[config.mk]
export PLATFORM = sky130hd
export DESIGN_NAME = mips_multicycle_ctrl
export DESIGN_NICKNAME = d
export VERILOG_FILES = /design/src/rtl/mips_multicycle_ctrl.sv
export SDC_FILE = /design/constraint.sdc
export NUM_CORES = 1
export LEC_CHECK = 0
export CAP_MARGIN = 20
export CORE_ASPECT_RATIO = 0.8
export CORE_MARGIN = 2
export CORE_UTILIZATION = 45
export DETAILED_ROUTE_END_ITERATION = 10
export GPL_ROUTABILITY_DRIVEN = 0
export PLACE_DENSITY = 0.82
export SLEW_MARGIN = 20
export SYNTH_ARGS = -nofsm -noshare
export SYNTH_HDL_FRONTEND = slang
export SYNTH_SLANG_ARGS = --single-unit
[constraint.sdc]
create_clock -name CLK -period 2.4 [get_ports CLK]
set_input_delay 0.36 -clock CLK [delete_from_list [all_inputs] [get_ports CLK]]
set_output_delay 0.36 -clock CLK [all_outputs]
set_load 0.02 [all_outputs]
[src/rtl/mips_multicycle_ctrl.sv]
// mips_multicycle_ctrl: Moore control FSM for a multicycle MIPS datapath,
// with an I/O wait-state handshake that times out after MAX_WAIT cycles.
module mips_multicycle_ctrl #(
    parameter int MAX_WAIT = 15,
    parameter int WAIT_W   = 4
) (
    input  logic       CLK,
    input  logic       RESET,
    input  logic [5:0] Op,
    input  logic [5:0] Funct,
    input  logic       Zero,
    input  logic       IsIO,
    input  logic       IOReady,
    output logic       IorD,
    output logic       MemWrite,
    output logic       IRWrite,
    output logic       RegDst,
    output logic       MemtoReg,
    output logic       RegWrite,
    output logic       ALUSrcA,
    output logic [1:0] ALUSrcB,
    output logic [1:0] ALUOp,
    output logic [1:0] PCSrc,
    output logic       PCWrite,
    output logic       Branch,
    output logic       BusErr,
    output logic       IllegalOp,
    output logic [3:0] State
);
    typedef enum logic [3:0] {
        FETCH    = 4'd0,
        DECODE   = 4'd1,
        MEMADR   = 4'd2,
        MEMREAD  = 4'd3,
        MEMWB    = 4'd4,
        MEMWRITE = 4'd5,
        EXECUTE  = 4'd6,
        ALUWB    = 4'd7,
        BRANCH   = 4'd8,
        ADDIEX   = 4'd9,
        ADDIWB   = 4'd10,
        JUMP     = 4'd11
    } state_t;

    state_t            state, nxt;
    logic [WAIT_W-1:0] cnt;
    logic [14:0]       ctrl;
    logic              in_mem, done, timeout, illegal;
    logic              unused_inputs;

    // Funct goes to the ALU decoder and Zero to the PC enable in the datapath
    assign unused_inputs = ^{Funct, Zero};

    // {IorD, MemWrite, IRWrite, RegDst, MemtoReg, RegWrite, ALUSrcA,
    //  ALUSrcB, ALUOp, PCSrc, PCWrite, Branch}
    function automatic logic [14:0] decode(input state_t s);
        case (s)
            FETCH:    decode = 15'b0_0_1_0_0_0_0_01_00_00_1_0;
            DECODE:   decode = 15'b0_0_0_0_0_0_0_11_00_00_0_0;
            MEMADR:   decode = 15'b0_0_0_0_0_0_1_10_00_00_0_0;
            MEMREAD:  decode = 15'b1_0_0_0_0_0_0_00_00_00_0_0;
            MEMWB:    decode = 15'b0_0_0_0_1_1_0_00_00_00_0_0;
            MEMWRITE: decode = 15'b1_1_0_0_0_0_0_00_00_00_0_0;
            EXECUTE:  decode = 15'b0_0_0_0_0_0_1_00_10_00_0_0;
            ALUWB:    decode = 15'b0_0_0_1_0_1_0_00_00_00_0_0;
            BRANCH:   decode = 15'b0_0_0_0_0_0_1_00_01_01_0_1;
            ADDIEX:   decode = 15'b0_0_0_0_0_0_1_10_00_00_0_0;
            ADDIWB:   decode = 15'b0_0_0_0_0_1_0_00_00_00_0_0;
            JUMP:     decode = 15'b0_0_0_0_0_0_0_00_00_10_1_0;
            default:  decode = 15'b0;
        endcase
    endfunction

    always_comb begin
        nxt     = FETCH;
        illegal = 1'b0;
        in_mem  = (state == MEMREAD) || (state == MEMWRITE);
        done    = !IsIO || IOReady || (cnt == WAIT_W'(MAX_WAIT));
        // A ready device on the last allowed cycle wins over the timeout
        timeout = in_mem && IsIO && !IOReady && (cnt == WAIT_W'(MAX_WAIT));
        case (state)
            FETCH:    nxt = DECODE;
            DECODE: begin
                case (Op)
                    6'b100011, 6'b101011: nxt = MEMADR;
                    6'b000000:            nxt = EXECUTE;
                    6'b000100:            nxt = BRANCH;
                    6'b001000:            nxt = ADDIEX;
                    6'b000010:            nxt = JUMP;
                    default: begin
                        nxt     = FETCH;
                        illegal = 1'b1;
                    end
                endcase
            end
            MEMADR:   nxt = (Op == 6'b100011) ? MEMREAD : MEMWRITE;
            MEMREAD:  nxt = done ? MEMWB : MEMREAD;
            MEMWRITE: nxt = done ? FETCH : MEMWRITE;
            EXECUTE:  nxt = ALUWB;
            ADDIEX:   nxt = ADDIWB;
            default:  nxt = FETCH;
        endcase
    end

    // Outputs are registered from the next state so they track state exactly
    always_ff @(posedge CLK) begin
        if (RESET) begin
            state     <= FETCH;
            cnt       <= '0;
            BusErr    <= 1'b0;
            IllegalOp <= 1'b0;
            ctrl      <= decode(FETCH);
        end else begin
            state     <= nxt;
            cnt       <= (in_mem && !done) ? cnt + 1'b1 : '0;
            BusErr    <= timeout;
            IllegalOp <= illegal;
            ctrl      <= decode(nxt);
        end
    end

    assign {IorD, MemWrite, IRWrite, RegDst, MemtoReg, RegWrite, ALUSrcA,
            ALUSrcB, ALUOp, PCSrc, PCWrite, Branch} = ctrl;
    assign State = state;
endmodule

Yosys cells after proc, flatten, opt, wreduce, memory -nomap -nowiden
Memories as Yosys holds them, arrays and structs flattened. A register that Yosys moved wholly into a read port is not among the register bits. Index checks and enable logic that the tools add are counted.

Input bits: 17. Register bits after elaboration: 10. Output and inout bits: 21. Word-level logic and storage cells: 42. Memories kept: 1. Memory bits (read-only): 240.

Reduce and logical (&&, ||, !) cells: 16. Bitwise operators: 2. Add/subtract/negate cells: 1. Mux-type cells: 6. Eq/ne operators: 12.

Memories: (name not given) (words 16, width 15, rd ports 1, clocked after memory_dff 1, write ports 0, line 57) `case (s)`.

Operator list (count): $pmux 4 s7 (1); $pmux 4 s5 (1); $eq 6x6->1 const B (2); $mux 3 (3); $eq 4x2->1 const B (2); $eq 4x3->1 const B (2); $eq 4x4->1 const B (2); $eq 6x2->1 const B (1); $eq 6x3->1 const B (1); $eq 6x4->1 const B (1); $logic_not 6->1 (1); $reduce_or 2->1 (3); $reduce_or 6->1 (1); $add 4x1->4 const B (1); $eq 4x1->1 const B (1); $logic_and 1x1->1 (4); $logic_not 4->1 (1); $logic_not 1->1 (3); $logic_or 1x1->1 (3); $not 1->1 (2); $mux 1 (1).

Longest topological paths before layout
Depth after elaboration: 7. Mapped depth: 9. Mapped depth without buffers: 9.

Worst setup path after synthesis
Ideal clock, no wire load.

Kind: input-to-reg. From: input port Op[3]. To: register ctrl[9]. Setup time: 0.088 ns. Setup slack: 0.396 ns. Data arrival time: 1.916 ns. Stages: 7. Required time: 2.312 ns. Path buffers: 1. Cell sequence: buf_4 or3_2 a21oi_1 o21ai_0 o21a_1 ha_1 o32ai_2.

Longest elaborated chain between the ends: 4. Elaborated cells between the ends (all ways): 10. Classes of those cells: eq/ne (5); mux (3); reduce/logical (2).

RTL lines: start: declaration (line 9) `input logic [5:0] Op,`; $eq 6x6->1 (on tied branches) (line 84, 96); $reduce_or 2->1 (line 84) `case (Op)`; $pmux 4 s5 (line 84); $pmux 4 s7 * (line 81) `case (state)`; end: declaration (line 47) `logic [14:0] ctrl;`.

Mark *: on every way between the ends. The rest lies on a longest branch, timed or not. A chain may end at the register's enable or synchronous reset.

Final worst setup path
From: input port Op[0]. To: register ctrl[9].

The elaborated chain is that of the path after synthesis.

==> summary by stage <==
Critical path
The element type at the critical path end is a flop. The signal on the critical path passes through clkdlybuf4s50_1 -> or4_4 -> nor3_2 -> o21bai_1 -> a31o_4 -> ha_1 -> o32ai_2. The worst register-to-register path ends at ctrl[9]. Data on the critical path is required at its endpoint by approximately 2.6 ns. The data arrival time of the worst path is 2.44 ns. The worst register-to-register path has a depth of 7. The launching point of the worst reg2reg path is cnt[0]. The worst setup path is launched from an input pin. The setup slack of the worst register-to-register path is ~0.25 ns. The largest single stage delay on the critical path is ~0.54 ns. The worst-path cell with the longest stage delay is sky130_fd_sc_hd__or4_4. The start-to-end type of the worst setup path is in -> reg. Along the worst path, the maximum fanout reaches 5.

Drt
The final layout contains routed wiring with a total length of about 2400 microns. The number of design-rule violations left by the first detailed-router iteration is 19. The detailed-router iteration count before antenna repair is 4. The per-cell via count in the routed design is approximately 5.2. After detailed routing, the average wire length per cell comes to between 10 and 15 microns. For this run, design rule violations remaining after detail routing come to 0. Summing over every cut layer, the via total after detailed routing is 975. Once detail routing completed, the nets flagged for antenna violations numbered 0.

Synth
The area share of the leading cell type in the synthesized netlist is approximately 40%. In the post-synthesis netlist, the biggest area contributors are sky130_fd_sc_hd__dfxtp_1 (40%), sky130_fd_sc_hd__ha_1 (5.5%), sky130_fd_sc_hd__nor2_1 (4.3%). The number of nets in the synthesized netlist is about 140. The number of synthesis warnings is 0. The average footprint of a synthesized cell is 10.1 sq um. The number of standard cells after synthesis is between 100 and 150. The synthesized netlist occupies a cell area of between 1000 and 1500 sq um. The sequential fraction of the synthesis area is about two fifths. Counting flops and latches in the post-synthesis netlist gives 23. The share of flip-flops with an asynchronous set or reset after synthesis is 0%.

The number of enable-type register cells in the synthesized netlist is 0. The largest area contributor in the synthesized netlist is sky130_fd_sc_hd__dfxtp_1. Sorting the synthesized cells by how often they occur yields sky130_fd_sc_hd__dfxtp_1 (23), sky130_fd_sc_hd__nor2_1 (13), sky130_fd_sc_hd__buf_4 (5), sky130_fd_sc_hd__ha_1 (5), sky130_fd_sc_hd__nand2b_1 (5). By instance count, the leading cell after synthesis is sky130_fd_sc_hd__dfxtp_1. For this run, the leading register cell type out of synthesis is sky130_fd_sc_hd__dfxtp_1. After synthesis, the netlist uses 40 different library cells.

GRT
The via count of the first global-routing pass is approximately 950. Entering global routing, the biggest net connects 17 pins. The initial antenna violation count is 0. The first global-routing pass estimated between 4000 and 5000 microns of wire. The all-layer global routing usage is between 15 and 20%.

The sum of overflow across all layers after global routing is 0.

Clock network
The clock drives 23 sinks. The number of resized instances in the post-cts repair step is 0. The source-to-sink clock delay at the later pin of the worst-skew pair is 0.31 ns. Buffers inserted during clock tree synthesis total 3.

The TritonCTS clock tree is yes. The H-tree depth reported by CTS is 1. Buffers added to address setup during post-CTS repair amount to 0. The clock-pin transition on the worst setup and hold timing paths is ~0.13 ns. The tree is rooted in a sky130_fd_sc_hd__clkbuf_4. The number of hold buffers added after CTS is 0. The maximum root-to-sink buffer count is 2.

Cells and area
Once layout is done, the placed cells without fillers occupy around 1500 sq um. After filler insertion, the fill cell instance count of the layout stands at 211. After the flow finishes, the layout carries non-filler instances totaling ~190. 0 antenna diodes ended up in the layout.

Of the cells placed in the final design, the portion with a size suffix greater than 1 is 16.6%. From synthesis to final layout, the design area changed by 35.5%. After the last flow step, the layout net total stands at between 150 and 200.

Floorplanning
The core region is between 2000 and 2500 sq um. The floorplan step set the die height to 49.1 microns. The die is 60.3 microns wide. The die covers between 2000 and 3000 sq um. For this configuration, the core starts out at a cell density of a little under half.

In this run the core area contains 16 standard-cell rows. Pin placement for this block handled 38 I/O pins.

Power and ir drop
The worst supply voltage drop on vdd is around 0.0003 V. For this design the ratio of total power to cell area is 460 nW/um^2. The leakage power summed over all cells is between 0.5 and 0.6 nW.

Timing
The top achievable clock speed is 453 MHz. The number of setup violations in the final report is 0. Setup repair after global routing left no endpoint under its margin. The portion of the clock cycle consumed by the worst path in the final layout is 91.9%. The time the worst path needs with I/O delays and setup is between 2 and 2.5 ns. For the pin with the worst max-slew slack, the measured transition is a little over 0.4 ns. Across the routed clock network, the largest skew measured is around 0.0025 ns. In this run the tightest slew margin relative to its limit is between 70% and 80%. The max-slew violation total from the final report is 0. The number of hold-slack violations in the final timing report was 0.

Place
The area after detailed placement is about 1500 sq um. Counting tap cells, the placed design contains a total of ~180 instances. During placement, the flow inserted port buffers numbering 30. The HPWL after detailed placement is about 1900 microns.

Hold path
The sink of the worst hold path is cnt[0]. The worst hold path begins at cnt[0]. The type of the most critical hold path is reg -> reg. Counting instances, the worst hold path has a depth of 1.

Run status
The flow ran to the end, and the final reports show no timing, DRC or antenna violations.

Run
The tool flagged a number of max-cap violations equal to 0.
## cell usage in the layout, fill, tap and decap left out, drive strengths merged, types with 3 or more instances in the layout
| cell | synthesis | routed |
|---|---|---|
| dfxtp | 23 | 23 |
| mux2i | 3 | 3 |
| o21a | 3 | 3 |
| inv | 4 | 4 |
| xor2 | 3 | 3 |
| ha | 5 | 5 |
| nand2b | 5 | 5 |
| o21bai | 3 | 3 |
| clkbuf | 0 | 3 |
| o21ai | 4 | 4 |
| or3 | 3 | 3 |
| nor2 | 13 | 13 |
| buf | 6 | 10 |
| a31o | 3 | 3 |
| clkdlybuf4s50 | 0 | 30 |
| nor3 | 5 | 5 |
| a21oi | 3 | 3 |
| nand3 | 4 | 4 |
## cell type report
class	instances	area, sq um	area share, %
clock inverters	1	5.00	0.323
multi-input cells	80	624	40.3
well taps	36	45.0	2.91
inverters	4	15.0	0.970
repair buffers	40	375	24.3
clock buffers	3	22.5	1.46
flip-flops and latches	23	460	29.7
## sequential cells by signal, indices dropped and copies added (netlist names)
signal / cells
ctrl: 13
BusErr: 1
cnt: 4
IllegalOp: 1
State: 4
## per-layer routing
layer / global-route usage (%) / wire (microns)
met2: 30.1 / 1190
met5: 0 / 0
met3: 4.51 / 116
met1: 23.7 / 1120
met4: 3.33 / 16
## report_power, final
group	total, mW	internal (mW)	switching (mW)	leakage [nW]
clock	0.181	0.0623	0.119	0.0177
combinational	0.133	0.0671	0.0663	0.377
sequential	0.397	0.391	0.00574	0.187
total	0.711	0.521	0.191	0.581
## stage by stage
step	setup TNS, ns	setup slack, ns	power [mW]	hold WS [ns]	util (%)
2_1_floorplan	0	0.396	0.477	0.418	-
3_3_place_gp	-0.235	-0.108	0.534	0.431	62.8
3_5_place_dp	-0.271	-0.130	0.538	0.445	62.8
4_1_cts	0	0.188	0.715	0.469	63.9
5_1_grt	0	0.0418	0.736	0.494	63.9
6_report	0	0.194	0.711	0.465	63.9
## worst max-delay path by stage
stage | start | endpoint | slack (ns) | cells past startpoint
floorplan | Op[3] | ctrl[9] | 0.40 | 7
global placement | Op[0] | ctrl[9] | -0.11 | 7
detailed placement | Op[0] | ctrl[9] | -0.13 | 7
CTS | Op[0] | ctrl[9] | 0.19 | 7
global route | cnt[0] | ctrl[1] | 0.04 | 9
finish | Op[0] | ctrl[9] | 0.19 | 7
## worst max-delay path, delay by kind of cell
family	cells	cell delay [ns]
buffers and inverters	1	0.44
AOI/OAI and AO/OA	3	0.62
adders and majority gates	1	0.33
and+or+nand+nor	2	0.70
## cells by family (layout without fill, tap and decap cells)
group | after synthesis | count (layout) | synth area share, %
fa+ha+maj | 5 | 5 | 5.48
flops | 23 | 23 | 40.3
xor+xnor | 5 | 5 | 3.83
buf+inv | 10 | 48 | 5.04
compound gates | 25 | 25 | 19.6
mux | 3 | 3 | 2.63
simple gates | 42 | 42 | 23.1
Note: power is estimated with default switching activity, not from simulation.
